`config.mk`:
```
export PLATFORM = sky130hd
export DESIGN_NAME = keypad_event_queue_flat
export DESIGN_NICKNAME = d
export VERILOG_FILES = /design/src/rtl/keypad_event_queue_if.sv /design/src/rtl/keypad_event_queue.sv /design/src/flat_wrapper.sv
export SDC_FILE = /design/constraint.sdc
export NUM_CORES = 1
export LEC_CHECK = 0
export ABC_AREA = 0
export BUFFER_PORTS_ARGS = -buffer_cell sky130_fd_sc_hd__clkbuf_2
export CORE_UTILIZATION = 45
export CTS_BUF_LIST = sky130_fd_sc_hd__clkbuf_4 sky130_fd_sc_hd__clkbuf_8
export DETAILED_ROUTE_END_ITERATION = 8
export PLACE_DENSITY_LB_ADDON = 0.1
export SLEW_MARGIN = 15
export SYNTH_ARGS = -nofsm -noshare
export SYNTH_HDL_FRONTEND = slang
export SYNTH_SLANG_ARGS = --single-unit
export TNS_END_PERCENT = 10
```
`constraint.sdc`:
```
create_clock -name clk -period 5.5 [get_ports clk]
set_input_delay 1.65 -clock clk [delete_from_list [all_inputs] [get_ports clk]]
set_output_delay 1.65 -clock clk [all_outputs]
set_load 0.1 [all_outputs]
```
`src/rtl/keypad_event_queue_if.sv`:
```
// Key event handshake bundle between the keypad event queue and its consumer.
//   evt_valid : head of event FIFO is valid (producer -> consumer)
//   evt_ready : consumer accepts the head event this cycle (consumer -> producer)
//   evt_code  : key index 0..11 (0..9 digits, 10 star, 11 sharp)
//   evt_press : 1 = press, 0 = release
interface keypad_event_queue_if;
    logic       evt_valid;
    logic       evt_ready;
    logic [3:0] evt_code;
    logic       evt_press;

    modport master (
        output evt_valid,
        output evt_code,
        output evt_press,
        input  evt_ready
    );

    modport slave (
        input  evt_valid,
        input  evt_code,
        input  evt_press,
        output evt_ready
    );
endinterface

```
`src/rtl/keypad_event_queue.sv`:
```
// Keypad event queue: synchronises and debounces the 12 key levels as a vector, turns debounced
// edges into {press, code} events and buffers them in a small FIFO for a valid/ready consumer.
// Ports:
//   clk, rst   : clock, asynchronous active-high reset
//   key_raw    : raw key levels, 1 = pressed
//   ovf_clr    : clears the sticky overflow flag
//   evt        : event handshake (master side)
//   held_keys  : debounced key vector
//   fifo_count : occupied FIFO entries
//   overflow   : sticky, a key changed again before its previous event was queued
module keypad_event_queue #(
    parameter int unsigned DEBOUNCE_CNT = 250000,
    parameter int unsigned CNT_W        = 20,
    parameter int unsigned FIFO_DEPTH   = 4
) (
    input  logic                               clk,
    input  logic                               rst,
    input  logic [11:0]                        key_raw,
    input  logic                               ovf_clr,
    keypad_event_queue_if.master               evt,
    output logic [11:0]                        held_keys,
    output logic [$clog2(FIFO_DEPTH+1)-1:0]    fifo_count,
    output logic                               overflow
);

    localparam int unsigned CountW = $clog2(FIFO_DEPTH + 1);
    localparam int unsigned PtrW   = $clog2(FIFO_DEPTH);

    logic [11:0]       sync1_q, raw_sync_q, last_q, stable_q, pending_q;
    logic [11:0]       stable_d, pending_d;
    logic [CNT_W-1:0]  cnt_q, cnt_d;
    logic              overflow_q, overflow_d;
    logic [4:0]        mem_q [FIFO_DEPTH];
    logic [4:0]        mem_d [FIFO_DEPTH];
    logic [PtrW-1:0]   wr_ptr_q, wr_ptr_d, rd_ptr_q, rd_ptr_d;
    logic [CountW-1:0] count_q, count_d;

    logic [11:0] diff;
    logic [11:0] emit_mask;
    logic [3:0]  sel;
    logic        push, pop;

    // Debounce: one shared stability window for the whole vector.
    always_comb begin
        cnt_d    = cnt_q;
        stable_d = stable_q;
        diff     = '0;
        if (raw_sync_q != last_q) begin
            cnt_d = '0;
        end else if (raw_sync_q == stable_q) begin
            cnt_d = '0;
        end else if (cnt_q == CNT_W'(DEBOUNCE_CNT - 1)) begin
            stable_d = raw_sync_q;
            cnt_d    = '0;
            diff     = raw_sync_q ^ stable_q;
        end else begin
            cnt_d = cnt_q + CNT_W'(1);
        end
    end

    // Emission: lowest pending key first, gated by the registered (pre-pop) count.
    always_comb begin
        sel = '0;
        for (int i = 11; i >= 0; i--) begin
            if (pending_q[i]) begin
                sel = 4'(i);
            end
        end
        push      = (pending_q != '0) && (count_q < CountW'(FIFO_DEPTH));
        pop       = (count_q != '0) && evt.evt_ready;
        emit_mask = push ? (12'd1 << sel) : 12'd0;
    end

    always_comb begin
        pending_d  = (pending_q & ~emit_mask) | diff;
        overflow_d = overflow_q;
        if (ovf_clr) begin
            overflow_d = 1'b0;
        end
        // A bit emitted this cycle has already carried its old level, so only unsent ones count.
        if ((diff & pending_q & ~emit_mask) != '0) begin
            overflow_d = 1'b1;
        end
    end

    always_comb begin
        mem_d    = mem_q;
        wr_ptr_d = wr_ptr_q;
        rd_ptr_d = rd_ptr_q;
        count_d  = count_q;
        if (push) begin
            mem_d[wr_ptr_q] = {stable_q[sel], sel};
            wr_ptr_d        = wr_ptr_q + PtrW'(1);
        end
        if (pop) begin
            rd_ptr_d = rd_ptr_q + PtrW'(1);
        end
        if (push && !pop) begin
            count_d = count_q + CountW'(1);
        end else if (pop && !push) begin
            count_d = count_q - CountW'(1);
        end
    end

    always_ff @(posedge clk or posedge rst) begin
        if (rst) begin
            sync1_q    <= '0;
            raw_sync_q <= '0;
            last_q     <= '0;
            stable_q   <= '0;
            cnt_q      <= '0;
            pending_q  <= '0;
            overflow_q <= 1'b0;
            wr_ptr_q   <= '0;
            rd_ptr_q   <= '0;
            count_q    <= '0;
            for (int i = 0; i < int'(FIFO_DEPTH); i++) begin
                mem_q[i] <= '0;
            end
        end else begin
            sync1_q    <= key_raw;
            raw_sync_q <= sync1_q;
            last_q     <= raw_sync_q;
            stable_q   <= stable_d;
            cnt_q      <= cnt_d;
            pending_q  <= pending_d;
            overflow_q <= overflow_d;
            wr_ptr_q   <= wr_ptr_d;
            rd_ptr_q   <= rd_ptr_d;
            count_q    <= count_d;
            mem_q      <= mem_d;
        end
    end

    assign evt.evt_valid = (count_q != '0);
    assign evt.evt_code  = mem_q[rd_ptr_q][3:0];
    assign evt.evt_press = mem_q[rd_ptr_q][4];
    assign held_keys     = stable_q;
    assign fifo_count    = count_q;
    assign overflow      = overflow_q;

endmodule

```
`src/flat_wrapper.sv`:
```
// flat-port wrapper written by rule: the top's interface ports become plain ports
module keypad_event_queue_flat 
#(
    parameter int unsigned DEBOUNCE_CNT = 250000,
    parameter int unsigned CNT_W        = 20,
    parameter int unsigned FIFO_DEPTH   = 4
)
  (clk, rst, key_raw, ovf_clr, held_keys, fifo_count, overflow, evt_evt_valid, evt_evt_code, evt_evt_press, evt_evt_ready);
  keypad_event_queue_if evt_i ();
  input  logic clk;
  input  logic rst;
  input  logic [11:0] key_raw;
  input  logic ovf_clr;
  output logic [11:0] held_keys;
  output logic [$clog2(FIFO_DEPTH+1)-1:0] fifo_count;
  output logic overflow;
  output wire logic [$bits(evt_i.evt_valid)-1:0] evt_evt_valid;
  output wire logic [$bits(evt_i.evt_code)-1:0] evt_evt_code;
  output wire logic [$bits(evt_i.evt_press)-1:0] evt_evt_press;
  input wire logic [$bits(evt_i.evt_ready)-1:0] evt_evt_ready;
  assign evt_evt_valid = evt_i.evt_valid;
  assign evt_evt_code = evt_i.evt_code;
  assign evt_evt_press = evt_i.evt_press;
  assign evt_i.evt_ready = evt_evt_ready;
  keypad_event_queue #(.DEBOUNCE_CNT(DEBOUNCE_CNT), .CNT_W(CNT_W), .FIFO_DEPTH(FIFO_DEPTH)) u_core (.clk(clk), .rst(rst), .key_raw(key_raw), .ovf_clr(ovf_clr), .evt(evt_i), .held_keys(held_keys), .fifo_count(fifo_count), .overflow(overflow));
endmodule
```
; ---- Word-level counts from Yosys, hierarchy flattened
; Cells that the tools add are included.
[op_classes]
addsub = 5
n_lt_le_gt_ge = 5
eq_ne = 3
n_shift = 1
mux = 31
bitwise = 10
reduce_logical = 13
[ops]
columns = op, n
row1 = $mux W20, 3
row2 = $mux W12, 4
row3 = $mux W4, 12
row4 = $and A12 B12 Y12, 3
row5 = $reduce_bool A12 Y1, 2
row6 = $add A20 B1 Y20 const B, 1
row7 = $bwmux W20, 1
row8 = $eq A20 B18 Y1 const B, 1
row9 = $mux W5, 3
row10 = $eq A12 B12 Y1, 1
row11 = $ne A12 B12 Y1, 1
row12 = $not A12 Y12, 1
row13 = $or A12 B12 Y12, 1
row14 = $shl A1 B4 Y12 const A, 1
row15 = $xor A12 B12 Y12, 1
row16 = $bmux W5 S2, 1
row17 = $demux W5 S2, 1
row18 = $ge A3 B3 Y1 const B, 2
row19 = $mux W3, 2
row20 = $not A2 Y3, 2
row21 = $logic_and A1 B1 Y1, 5
row22 = $lt A4 B5 Y1 const B, 1
row23 = $add A2 B1 Y2 const B, 2
row24 = $bmux W1 S4, 1
row25 = other kinds (10), 15
[totals]
register_bits = 108
inputBits = 16
output_inout_bits = 22
wordCells = 82

; ---- Longest topological paths before layout
[logic_depth]
word_depth = 18
mapped_depth = 9
ltp_nobuf = 8

; ---- Worst setup path before layout
; Ideal clock, no wire load.
[synth_timing]
kind = register -> output
start = reg u_core.count_q[2], in the netlist u_core.fifo_count[2]
end = out evt_evt_valid
arrival_ns = 2.090
required_ns = 3.850
setup_slack_ns = 1.760
stages_incl_launch_ff = 3
n_path_buf = 1
path_cell_list = dfrtp_1 -> buf_1 -> or3_1
[synth_via]
elab_chain_len = 1
[synth_rtl]
columns = element, line
row1 = "start, declared", keypad_event_queue.sv:36  ; logic [CountW-1:0] count_q, count_d;
row2 = "start signal, assigned", keypad_event_queue.sv:130  ; count_q <= count_d;
row3 = $reduce_bool A3 Y1, keypad_event_queue.sv:135  ; assign evt.evt_valid = (count_q != '0);
row4 = "end, declared", flat_wrapper.sv:17  ; output wire logic [$bits(evt_i.evt_valid)-1:0] evt_evt_valid;
; No other way between the ends.

; ---- Final worst setup path
[layout_timing]
start = reg u_core.rd_ptr_q[0]
end = out evt_evt_press
[layout_via]
elab_chain_len = 4
[layout_rtl]
columns = element, line
row1 = "start, declared", keypad_event_queue.sv:35  ; logic [PtrW-1:0] wr_ptr_q, wr_ptr_d, rd_ptr_q, rd_ptr_d;
row2 = "start signal, assigned", keypad_event_queue.sv:129  ; rd_ptr_q <= rd_ptr_d;
row3 = $not A2 Y3 (not written as such), keypad_event_queue.sv:137  ; assign evt.evt_press = mem_q[rd_ptr_q][4];
row4 = $bmux W5 S2, keypad_event_queue.sv:137
row5 = $mux W5 (2 in series), n/a
row6 = "end, declared", flat_wrapper.sv:19  ; output wire logic [$bits(evt_i.evt_press)-1:0] evt_evt_press;
; No other way between the ends. The select of a mux whose other input is x is not followed.

==> summary by stage <==
Layout
The area occupied by multi-input gates is 0.001972 sq mm. The repair_antennas step left the layout with diodes totalling 0. The final core utilization is 51.40%. The top cell types in the final layout, fill and taps aside, are 108 x dfrtp_1, 39 x nand2_1, 37 x clkbuf_2, 33 x nor2_1, 29 x xor2_1. The share of cells above drive strength 1 is 19.78%. Summing all flip-flop and latch instances after layout gives 0.002703 sq mm.

After routing the design area is 0.005306 sq mm. The layout-stage area growth over the synthesis result is 10.99%. The total number of nets in the final design is 468. The layout has 944 filler cells. The leading cell type in the layout, fill and taps excluded is dfrtp_1. Leaving out filler cells and counting taps, the final layout contains 586.

Critical path
On the worst path, the slowest cell contributes a delay of 600 ps. STA classifies the critical path endpoint as a primary output. The combined buffer and inverter count along the critical path is 1. The family with the most delay on the worst path is flip-flops. Of all nets on the critical path, the largest fanout is 7.

The critical path data arrival time is 1910 ps. For the worst setup path, the data required time is 3850 ps. The slowest library cell on the worst path is dfrtp_1. The class of the most critical setup path is flip-flop to primary output. The kind of start point of the critical path is a flip-flop. The critical path goes through mux4_2 -> clkbuf_2.

Floorplan
The initialized floorplan defines 37 standard-cell rows. The boundary pin count is 38. The core area is 0.01032 sq mm. The die covers 0.01104 sq mm.

The floorplan step set the die width to 105.1 um. In this run the vertical extent of the chip is 105.1 um. The initial core utilization is 46.31%.

Logic synthesis
After Yosys synthesis, and, or, nand and nor cells account for 12.69% of the synthesized area. The flip-flop cell with the highest count after synthesis is dfrtp_1. Counting flops with an async set or reset pin after synthesis yields a share of 100.0%. The post-synthesis share of cell area spent on full adders, half adders and majority gates is 1.989%. The cell count after synthesis came out at 406. Of the total synthesized cell area, the portion taken by XOR and XNOR cells is 8.794%. The area fraction in compound gates after synthesis is 10.15%. After synthesis, the largest family of logic cells by area is simple AND/OR/NAND/NOR gates.

After synthesis, the share of cell area in mux cells is 7.616%. In this run, synthesis produced a sequential element count of 108. The sequential-to-total area share from yosys stat is 56.53%. Averaged over all synthesized cells, the footprint is 11.78 sq um. The net count of the mapped netlist is 429.

The total number of yosys warnings is 0. The number of distinct library cells after synthesis is 56. Summing every instance area after synthesis gives 0.004781 sq mm.

The number of flops mapped to enable cells by yosys is 0.

Timing
Setup repair after global routing left no endpoint under its margin. Setup slack on the critical path of the routed design comes to 1938 ps. The clock arrives with 16.59 ps of skew. Setup violations remaining at the end of the flow were counted as 0. Adding up every negative setup slack in the final design gives 0 ps. The count of final max-slew check failures is 0. The count of endpoints failing hold in the final timing report is 0. The clock period could shrink to 3562 ps. The maximum clock frequency is 280.7 MHz. The slew at the pin closest to its max-slew limit is 857.8 ps.

In the finished design, the share of the clock period the worst path needs comes to 64.77%. The worst relative slew slack is 42.82%.

Run status
The run finished with clean final reports.

Placed design
Once detailed placement completed, the half-perimeter wirelength came to 6.544 mm. The placed instances occupy a cell area of 0.005100 sq mm. OpenSTA, run right after detailed placement, puts the worst setup slack at 2313 ps. Port buffering added 37 buffers. In this run, placement finished with an instance count of 570. Routability-driven placement finished with a final weighted congestion of 0.8043.

Clock tree
Post-CTS repair changed the size of 0 cells. Clock tree synthesis selected as its root buffer the cell clkbuf_8. The insertion delay to the later sink of the worst-skew pair is 380 ps. Clock-pin slew was measured on the worst setup and hold paths at 110 ps. TritonCTS built the clock tree. The total number of clock tree sinks is 108. The maximum number of buffers from clock root to sink is 2. In this run, CTS created clock tree buffers numbering 9.

After clock tree synthesis, the flow added hold-fix buffers numbering 0. The setup fix buffers added after clock tree synthesis is 0. CTS built an H-tree with a depth of 3.

Detailed routing
Summed over all layers, the routed wires come to 9.126 mm. The number of remaining DRC errors is 0. The detail route stage leaves a number of antenna-violating nets equal to 0. Detailed routing inserted a total of 3147 vias. In this run, the number of DRC markers left after iteration 0 of detailed routing was 227.

The first-pass iteration count of the detailed router is 4. The per-cell routed wire length is 15.57 um. After detailed routing, the number of vias per cell comes to 5.370.

Power
In this run the power spent charging and discharging nets is 319.3 uW. Summed over all cells, the static leakage comes to 2.372 nW. The share of power burned in the clock network is 37.2%. Across the VDD grid, the largest voltage drop is 0.1932 mV. The power density over the cells is 255.5 mW/mm^2. The fraction of power consumed by combinational cells is 2.7%.

The internal portion of the total power is 1.036 mW. The power share of the sequential group is 60.2%. In this run switching power makes up 23.55% of total power.

GRT
The first global-routing pass estimated 15.47 mm of wire. The overall global routing resource usage is 17.99%. The largest net degree at the start of global routing is 73. The via count of the first global-routing pass was 3060. The initial antenna violation count is 0. Summed over all layers, the global routing overflow is 0.

Flow run
The number of maximum-capacitance violations is 0.

Worst hold path
The min-delay analysis places its worst path in the category flip-flop to flip-flop.
==> cells in the mapped netlist (3+ instances only) <==
library cell	instances	area share [%]
buf_2	4	0.42
xnor2_1	19	3.5
mux2i_1	6	1.3
and2_1	4	0.52
or3_1	3	0.39
nor4_1	7	0.92
nand4_1	5	0.65
inv_1	14	1.1
nand3_1	13	1.4
dfrtp_1	108	57
a21oi_1	3	0.31
o21ai_0	28	2.9
clkbuf_1	4	0.31
mux4_2	5	2.4
nor3_1	5	0.52
nand2_1	39	3.1
o41ai_1	3	0.55
nand2b_1	3	0.39
nor2_1	33	2.6
xor2_1	29	5.3
ha_1	6	1.6
mux2_2	16	3.8
and3_1	5	0.65
==> stage by stage <==
stage,power [mW],hold WS (ps)
2_1_floorplan,0.8528,331.2
3_3_place_gp,0.8686,332.1
3_5_place_dp,0.8693,334.7
4_1_cts,1.377,353.0
5_1_grt,1.412,365.5
6_report,1.356,347.0
==> area by class of cell <==
| cell class | count | area share [%] |
|---|---|---|
| Multi-Input combinational cell | 273 | 37.16 |
| Clock inverter | 7 | 1.556 |
| Timing Repair Buffer | 39 | 3.773 |
| Clock buffer | 9 | 2.334 |
| Sequential cell | 108 | 50.93 |
| Tap cell | 136 | 3.207 |
| Inverter | 14 | 1.037 |
==> logic make-up (layout without fill, tap and decap cells) <==
family	count (synthesis)	after routing
and+or+nand+nor	126	126
muxes	28	28
xor gates and xnor gates	48	48
buffers and inverters	25	69
adders and majority gates	7	7
AOI/OAI and AO/OA	64	64
DFF	108	108
==> power groups by stage <==
stage          clock (mW)  combinational (mW)  sequential [mW]
2_1_floorplan           0              0.0231            0.830
3_3_place_gp            0              0.0374            0.831
3_5_place_dp            0              0.0375            0.832
4_1_cts             0.523              0.0379            0.816
5_1_grt             0.552              0.0424            0.818
6_report            0.504              0.0363            0.816
==> worst reg2reg max path: stages, from the launching register on <==
cell,delay (ps)
dfrtp_1,440
xor2_1,180
nor4_1,430
nand3_1,180
a41oi_1,340
nand2_1,590
mux2_1,510
==> worst paths after layout <==
path,start,endpoint,slack [ps],depth (start not counted)
worst min register to register,u_core.sync1_q[10]$_DFF_PP0_,u_core.raw_sync_q[10]$_DFF_PP0_,350,0
max in group asynchronous,rst,u_core.cnt_q[2]$_DFF_PP0_,3070,3
worst max register to register,u_core.raw_sync_q[10]$_DFF_PP0_,u_core.held_keys[0]$_DFFE_PP0P_,2720,6
worst max-delay path,u_core.rd_ptr_q[0]$_DFFE_PP0P_,evt_evt_press,1940,2
worst min-delay path,u_core.sync1_q[10]$_DFF_PP0_,u_core.raw_sync_q[10]$_DFF_PP0_,350,0
min in group asynchronous,rst,u_core.raw_sync_q[10]$_DFF_PP0_,1420,2
==> metal layers <==
metal  wire length, um  vias to the layer above  track usage, %  share of wire [%]
met5                 0                        -               0                  0
met4               170                        0           7.243                1.9
met1              4263                     1572           23.97                 47
met3               300                       13           3.556                3.3
li1                  -                     1502               -                  -
met2              4392                       60           28.90                 48
==> flip-flops by register name, summed over array words and instances, names as in the netlist <==
| signal | flops |
|---|---|
| u_core.cnt_q | 20 |
| u_core.fifo_count | 3 |
| u_core.held_keys | 12 |
| u_core.last_q | 12 |
| u_core.mem_q | 20 |
| u_core.overflow | 1 |
| u_core.pending_q | 12 |
| u_core.raw_sync_q | 12 |
| u_core.rd_ptr_q | 2 |
| u_core.sync1_q | 12 |
| u_core.wr_ptr_q | 2 |
(Power assumes the default switching activity.)
